<file path="src/rtl/stopwatch_pkg.sv">
// Shared types and constants for the stopwatch control slice.
// Holds the mode enum, digit count and anode helpers.
package stopwatch_pkg;

    typedef enum logic [1:0] {
        RUN    = 2'd0,
        PAUSED = 2'd1,
        ADJUST = 2'd2
    } state_e;

    localparam int         NUM_DIGITS = 4;
    localparam logic [3:0] ANODE_OFF  = 4'b1111;

    function automatic logic [3:0] anode_of(input logic [1:0] d);
        return ~(4'b0001 << d);
    endfunction

endpackage

</file>
<file path="src/rtl/debouncer.sv">
// Two-flop synchronizer followed by a stable-count debouncer.
// The level flips only after DB_CNT consecutive differing samples.
module debouncer #(
    parameter int DB_CNT = 1_000_000,
    parameter int DB_W   = 20
) (
    input  logic clk,
    input  logic rst_n,
    input  logic din,
    output logic level
);

    localparam logic [DB_W-1:0] LAST = DB_W'(DB_CNT - 1);

    logic            sync1_q, sync1_d;
    logic            sync2_q, sync2_d;
    logic            level_q, level_d;
    logic [DB_W-1:0] cnt_q,   cnt_d;

    always_comb begin
        sync1_d = din;
        sync2_d = sync1_q;
        level_d = level_q;
        cnt_d   = '0;
        // a sample equal to the level keeps the count at zero
        if (sync2_q != level_q) begin
            if (cnt_q == LAST) begin
                level_d = sync2_q;
            end else begin
                cnt_d = cnt_q + DB_W'(1);
            end
        end
    end

    always_ff @(posedge clk or negedge rst_n) begin
        if (!rst_n) begin
            sync1_q <= 1'b0;
            sync2_q <= 1'b0;
            level_q <= 1'b0;
            cnt_q   <= '0;
        end else begin
            sync1_q <= sync1_d;
            sync2_q <= sync2_d;
            level_q <= level_d;
            cnt_q   <= cnt_d;
        end
    end

    assign level = level_q;

endmodule

</file>
<file path="src/rtl/stopwatch_ctrl.sv">
// Stopwatch mode FSM, counter strobes and display scan control.
// Buttons and switches are synchronized and debounced on-chip.
module stopwatch_ctrl
    import stopwatch_pkg::*;
#(
    parameter int DB_CNT = 1_000_000,
    parameter int DB_W   = 20
) (
    input  logic       clk,
    input  logic       rst_n,
    input  logic       tick_1hz,
    input  logic       tick_2hz,
    input  logic       tick_scan,
    input  logic       btn_pause,
    input  logic       btn_reset,
    input  logic       sw_adj,
    input  logic       sw_sel,
    output logic       inc_sec,
    output logic       inc_min,
    output logic       clr,
    output logic [1:0] digit_sel,
    output logic [3:0] anode
);

    logic pause_lvl, reset_lvl, adj_lvl, sel_lvl;

    debouncer #(.DB_CNT(DB_CNT), .DB_W(DB_W)) u_db_pause (
        .clk(clk), .rst_n(rst_n), .din(btn_pause), .level(pause_lvl)
    );
    debouncer #(.DB_CNT(DB_CNT), .DB_W(DB_W)) u_db_reset (
        .clk(clk), .rst_n(rst_n), .din(btn_reset), .level(reset_lvl)
    );
    debouncer #(.DB_CNT(DB_CNT), .DB_W(DB_W)) u_db_adj (
        .clk(clk), .rst_n(rst_n), .din(sw_adj), .level(adj_lvl)
    );
    debouncer #(.DB_CNT(DB_CNT), .DB_W(DB_W)) u_db_sel (
        .clk(clk), .rst_n(rst_n), .din(sw_sel), .level(sel_lvl)
    );

    state_e     state_q,     state_d;
    state_e     saved_q,     saved_d;
    logic       pause_prv_q, pause_prv_d;
    logic       reset_prv_q, reset_prv_d;
    logic       inc_sec_q,   inc_sec_d;
    logic       inc_min_q,   inc_min_d;
    logic       clr_q,       clr_d;
    logic [1:0] digit_sel_q, digit_sel_d;
    logic [3:0] anode_q,     anode_d;
    logic       blink_q,     blink_d;

    logic pause_evt, reset_evt, blank;

    always_comb begin
        pause_prv_d = pause_lvl;
        reset_prv_d = reset_lvl;
        pause_evt   = pause_lvl & ~pause_prv_q;
        reset_evt   = reset_lvl & ~reset_prv_q;

        state_d = state_q;
        saved_d = saved_q;
        // adjust switch outranks a same-cycle pause event
        unique case (state_q)
            RUN: begin
                if (adj_lvl) begin
                    state_d = ADJUST;
                    saved_d = RUN;
                end else if (pause_evt) begin
                    state_d = PAUSED;
                end
            end
            PAUSED: begin
                if (adj_lvl) begin
                    state_d = ADJUST;
                    saved_d = PAUSED;
                end else if (pause_evt) begin
                    state_d = RUN;
                end
            end
            ADJUST: begin
                if (!adj_lvl) state_d = saved_q;
            end
            default: state_d = RUN;
        endcase

        inc_sec_d = 1'b0;
        inc_min_d = 1'b0;
        unique case (state_q)
            RUN: inc_sec_d = tick_1hz;
            ADJUST: begin
                inc_sec_d = tick_2hz & sel_lvl;
                inc_min_d = tick_2hz & ~sel_lvl;
            end
            default: ;
        endcase
        if (reset_evt) begin
            inc_sec_d = 1'b0;
            inc_min_d = 1'b0;
        end
        clr_d = reset_evt;

        digit_sel_d = digit_sel_q;
        if (tick_scan) begin
            if (digit_sel_q == 2'(NUM_DIGITS - 1)) digit_sel_d = 2'd0;
            else digit_sel_d = digit_sel_q + 2'd1;
        end
        blink_d = blink_q ^ tick_2hz;

        // digit_sel[1] picks the minutes pair; sw_sel=1 selects seconds
        blank = (state_d == ADJUST) && blink_d
              && (digit_sel_d[1] != sel_lvl);
        anode_d = blank ? ANODE_OFF : anode_of(digit_sel_d);
    end

    always_ff @(posedge clk or negedge rst_n) begin
        if (!rst_n) begin
            state_q     <= RUN;
            saved_q     <= RUN;
            pause_prv_q <= 1'b0;
            reset_prv_q <= 1'b0;
            inc_sec_q   <= 1'b0;
            inc_min_q   <= 1'b0;
            clr_q       <= 1'b0;
            digit_sel_q <= 2'd0;
            anode_q     <= 4'b1110;
            blink_q     <= 1'b0;
        end else begin
            state_q     <= state_d;
            saved_q     <= saved_d;
            pause_prv_q <= pause_prv_d;
            reset_prv_q <= reset_prv_d;
            inc_sec_q   <= inc_sec_d;
            inc_min_q   <= inc_min_d;
            clr_q       <= clr_d;
            digit_sel_q <= digit_sel_d;
            anode_q     <= anode_d;
            blink_q     <= blink_d;
        end
    end

    assign inc_sec   = inc_sec_q;
    assign inc_min   = inc_min_q;
    assign clr       = clr_q;
    assign digit_sel = digit_sel_q;
    assign anode     = anode_q;

endmodule

</file>
<file path="config.mk">
export PLATFORM = sky130hd
export DESIGN_NAME = stopwatch_ctrl
export DESIGN_NICKNAME = d
export VERILOG_FILES = /design/src/rtl/stopwatch_pkg.sv /design/src/rtl/debouncer.sv /design/src/rtl/stopwatch_ctrl.sv
export SDC_FILE = /design/constraint.sdc
export NUM_CORES = 1
export LEC_CHECK = 0
export CELL_PAD_IN_SITES_DETAIL_PLACEMENT = 1
export CELL_PAD_IN_SITES_GLOBAL_PLACEMENT = 2
export CORE_MARGIN = 5
export CORE_UTILIZATION = 40
export DETAILED_ROUTE_END_ITERATION = 8
export GPL_ROUTABILITY_DRIVEN = 0
export PLACE_DENSITY = 0.82
export REMOVE_ABC_BUFFERS = 1
export SYNTH_ARGS = -nofsm -noshare
export SYNTH_HDL_FRONTEND = slang
export SYNTH_SLANG_ARGS = --single-unit
</file>
<file path="constraint.sdc">
create_clock -name clk -period 2.25 [get_ports clk]
set_input_delay 0.3375 -clock clk [delete_from_list [all_inputs] [get_ports clk]]
set_output_delay 0.3375 -clock clk [all_outputs]
set_load 0.005 [all_outputs]
</file>
==> impl_metrics.tcl <==
set metrics [dict create \
    synth_compound_area_share_pct 6.700 \
    status "complete, no violations" \
    worstMarginPinSlew_ns 0.4872 \
    grtUsageTotal_pct 16.00 \
    synth_flop_cell "dfrtp_1" \
    antenna_found_initial 0 \
    wl_per_cell_um 15.75 \
    insertedDiodeCount 0 \
    dieArea_um2 14800 \
    finalMaxSlewViolations 0 \
    synth_top_cell_by_area "dfrtp_1" \
    htreeDepth 3 \
    setup_viol 0 \
    maxSlewHeadroom_pct 67.06 \
    r2r_end "u_db_reset.level" \
    ys_seq_area_share_pct 53.78 \
    grt_max_degree 43 \
    synthSimpleGateAreaFrac_pct 24.19 \
    post-route-min-period_ns 2.061 \
    grt_setup_unrepaired "false" \
    drc_errors 0 \
    timing.rr.start "u_db_reset.cnt_q[15]" \
    synthDistinctLibCells 41 \
    crit_chain "or4_1, or4_1, nor2_1, mux2_2" \
    cellLeakagePower_nw 2.289 \
    max_freq_mhz 485.2 \
    dp_hpwl_um 7639 \
    cts_tree "yes" \
    place_ws_ns 0.2019 \
    path_class "flip-flop to flip-flop" \
    synth_area_um2 4986 \
    drt_wl_total_um 10870 \
    async_flop_share_pct 100.0 \
    cts_buffers 9 \
    core_um2 12110 \
    grt_pass1_vias 3917 \
    io_pins 18 \
    fin_area_um2 5712 \
    hold_violations 0 \
    synth_warnings 0 \
    clock_latency_ns 0.35 \
    power.density_nw_per_um2 702.1 \
    whs_path_depth 0 \
    fin_ws_ns 0.1890 \
    clock_sinks 107 \
    crit_arrival_ns 2.30 \
    fill_cells 1357 \
    die_h_um 121.6 \
    synth_edf_count 0 \
    start_util_pct 41.17 \
    num_rows 40 \
    post_cts_resized 0 \
    layoutNonFillerInstCount 690 \
    post-cts-setup-buffers 0 \
    final_common_cell "dfrtp_1" \
    critPathMaxFanout 5 \
    crit_path_end_kind "flip-flop" \
    ant_nets 0 \
    holdPathEnd "u_db_adj.sync2_q" \
    yosys.area_share.adder_pct 1.255 \
    synthTopCellsByArea "dfrtp_1 52%, xnor2_1 5.3%, nor2_1 4.8%" \
    vias 3692 \
    synth_top_area_share_pct 52.20 \
    crit_top_cell "or4_1" \
    reg2reg_depth 4 \
    avgSynthCellArea_um2 10.13 \
    clk_pin_slew_ns 0.07 \
    path_delay_family "simple AND/OR/NAND/NOR gates" \
    r2r_slack_ns 0.19 \
    setup.worst_path.start "u_db_reset.cnt_q[15]" \
    final_cell_mix "104 x dfrtp_1, 64 x nor2_1, 31 x nand2_1, 30 x nand3_1, 30 x xnor2_1" \
    slowest_delay_ns 0.55 \
    synth_mux_area_share_pct 1.556 \
    drt_first_pass_iters 4 \
    synth_xor_area_share_pct 9.661 \
    die_w_um 121.6 \
    nets 531 \
    hold_buffers 1 \
    cap_viol_max_count 0 \
    hp-class "flip-flop to flip-flop" \
    clk_path_buf_depth 2 \
    cp.required_ns 2.49 \
    drt-initial-drc-count 168 \
    area_delta_synth_final_pct 14.55 \
    critPathLaunchType "flip-flop" \
    synth-seq-cells 107 \
    synth_top_family_by_area "simple AND/OR/NAND/NOR gates" \
    fin_skew_ns 0.005589 \
    avgViaCountPerCell 5.351 \
    cts_root_buf "clkbuf_16" \
    drive_gt1_share_pct 9.004 \
    final_util_pct 47.16 \
    path_buf_inv 0 \
    netlist_instances 492 \
    overflow 0 \
    cp_slowest_cell "or4_1" \
    hold_ws_ns 0.3500 \
    dpl-instance-area_um2 5413 \
    min_from "u_db_adj.sync1_q" \
    ir_drop_uv 413.7 \
    port_buffers 17 \
    post-route-period-util_pct 91.60 \
    grt_pass1_wl_um 18970 \
    dp_cells 673 \
]
cells in the mapped netlist, drive strengths merged, types with 2 or more instances:
cell / count
clkbuf: 11
o31ai: 16
or3: 14
nand4: 17
o21ai: 10
dfstp: 3
and2: 4
xnor2: 30
nand2b: 2
xor2: 25
and4: 3
nor3: 9
a31oi: 2
dfrtp: 104
nor4b: 3
ha: 5
inv: 19
nor2b: 4
or4b: 3
buf: 6
and3: 7
a21oi: 23
nor2: 64
nand3: 31
o21a: 2
or2: 2
nand2: 31
or4: 19
nor4: 12
mux2: 6
through the flow:
stage / setup TNS [ns] / power (mW)
2_1_floorplan: -16.18 / 2.260
3_3_place_gp: 0 / 2.461
3_5_place_dp: 0 / 2.486
4_1_cts: 0 / 4.090
5_1_grt: 0 / 4.222
6_report: 0 / 4.010
sequential cells by signal (all words and copies together) (netlist names), 2 cells and up:
name and flops:
u_db_reset.cnt_q 20, u_db_adj.cnt_q 20, anode 4, u_db_sel.cnt_q 20
state_q 2, digit_sel 2, u_db_pause.cnt_q 20
where the power goes:
group          internal [mW]  leakage (nW)  switching [mW]  total [mW]
combinational          0.175         0.704           0.184       0.359
clock                  0.894         0.141           0.680        1.57
sequential              2.02          1.44          0.0559        2.08
cells by family after synthesis:
family                     count (synthesis)
buffers and inverters                     36
adders and majority gates                  5
DFF                                      107
AOI/OAI and AO/OA                         55
muxes                                      7
xor gates and xnor gates                  55
and+or+nand+nor                          227
area by class of cell:
cell class,count,area [µm²],area share [%]
Clock buffer,14,254.0,4.447
Timing Repair Buffer,31,287.8,5.038
Tap cell,168,210.2,3.680
Clock inverter,2,35.03,0.6134
Multi-Input combinational cell,349,2172,38.03
Sequential cell,107,2681,46.94
Inverter,19,71.32,1.249
worst max-delay path by stage:
| stage | endpoint | slack [ns] | cells past startpoint |
|---|---|---|---|
| final | u_db_reset.level | 0.19 | 4 |
| after global placement | u_db_reset.level | 0.23 | 4 |
| after floorplan | u_db_pause.cnt_q[10] | -0.41 | 3 |
| after global routing | u_db_adj.cnt_q[18] | 0.1 | 5 |
| after CTS | u_db_reset.level | 0.19 | 4 |
| after detailed placement | u_db_reset.level | 0.20 | 4 |
layer usage:
metal | global-route usage, % | share of wire (%)
met2 | 27.25 | 50
met5 | 0 | 0
met1 | 20.11 | 46
met4 | 4.692 | 1.3
met3 | 4.085 | 2.5
Note: power is estimated with default switching activity, not from simulation.
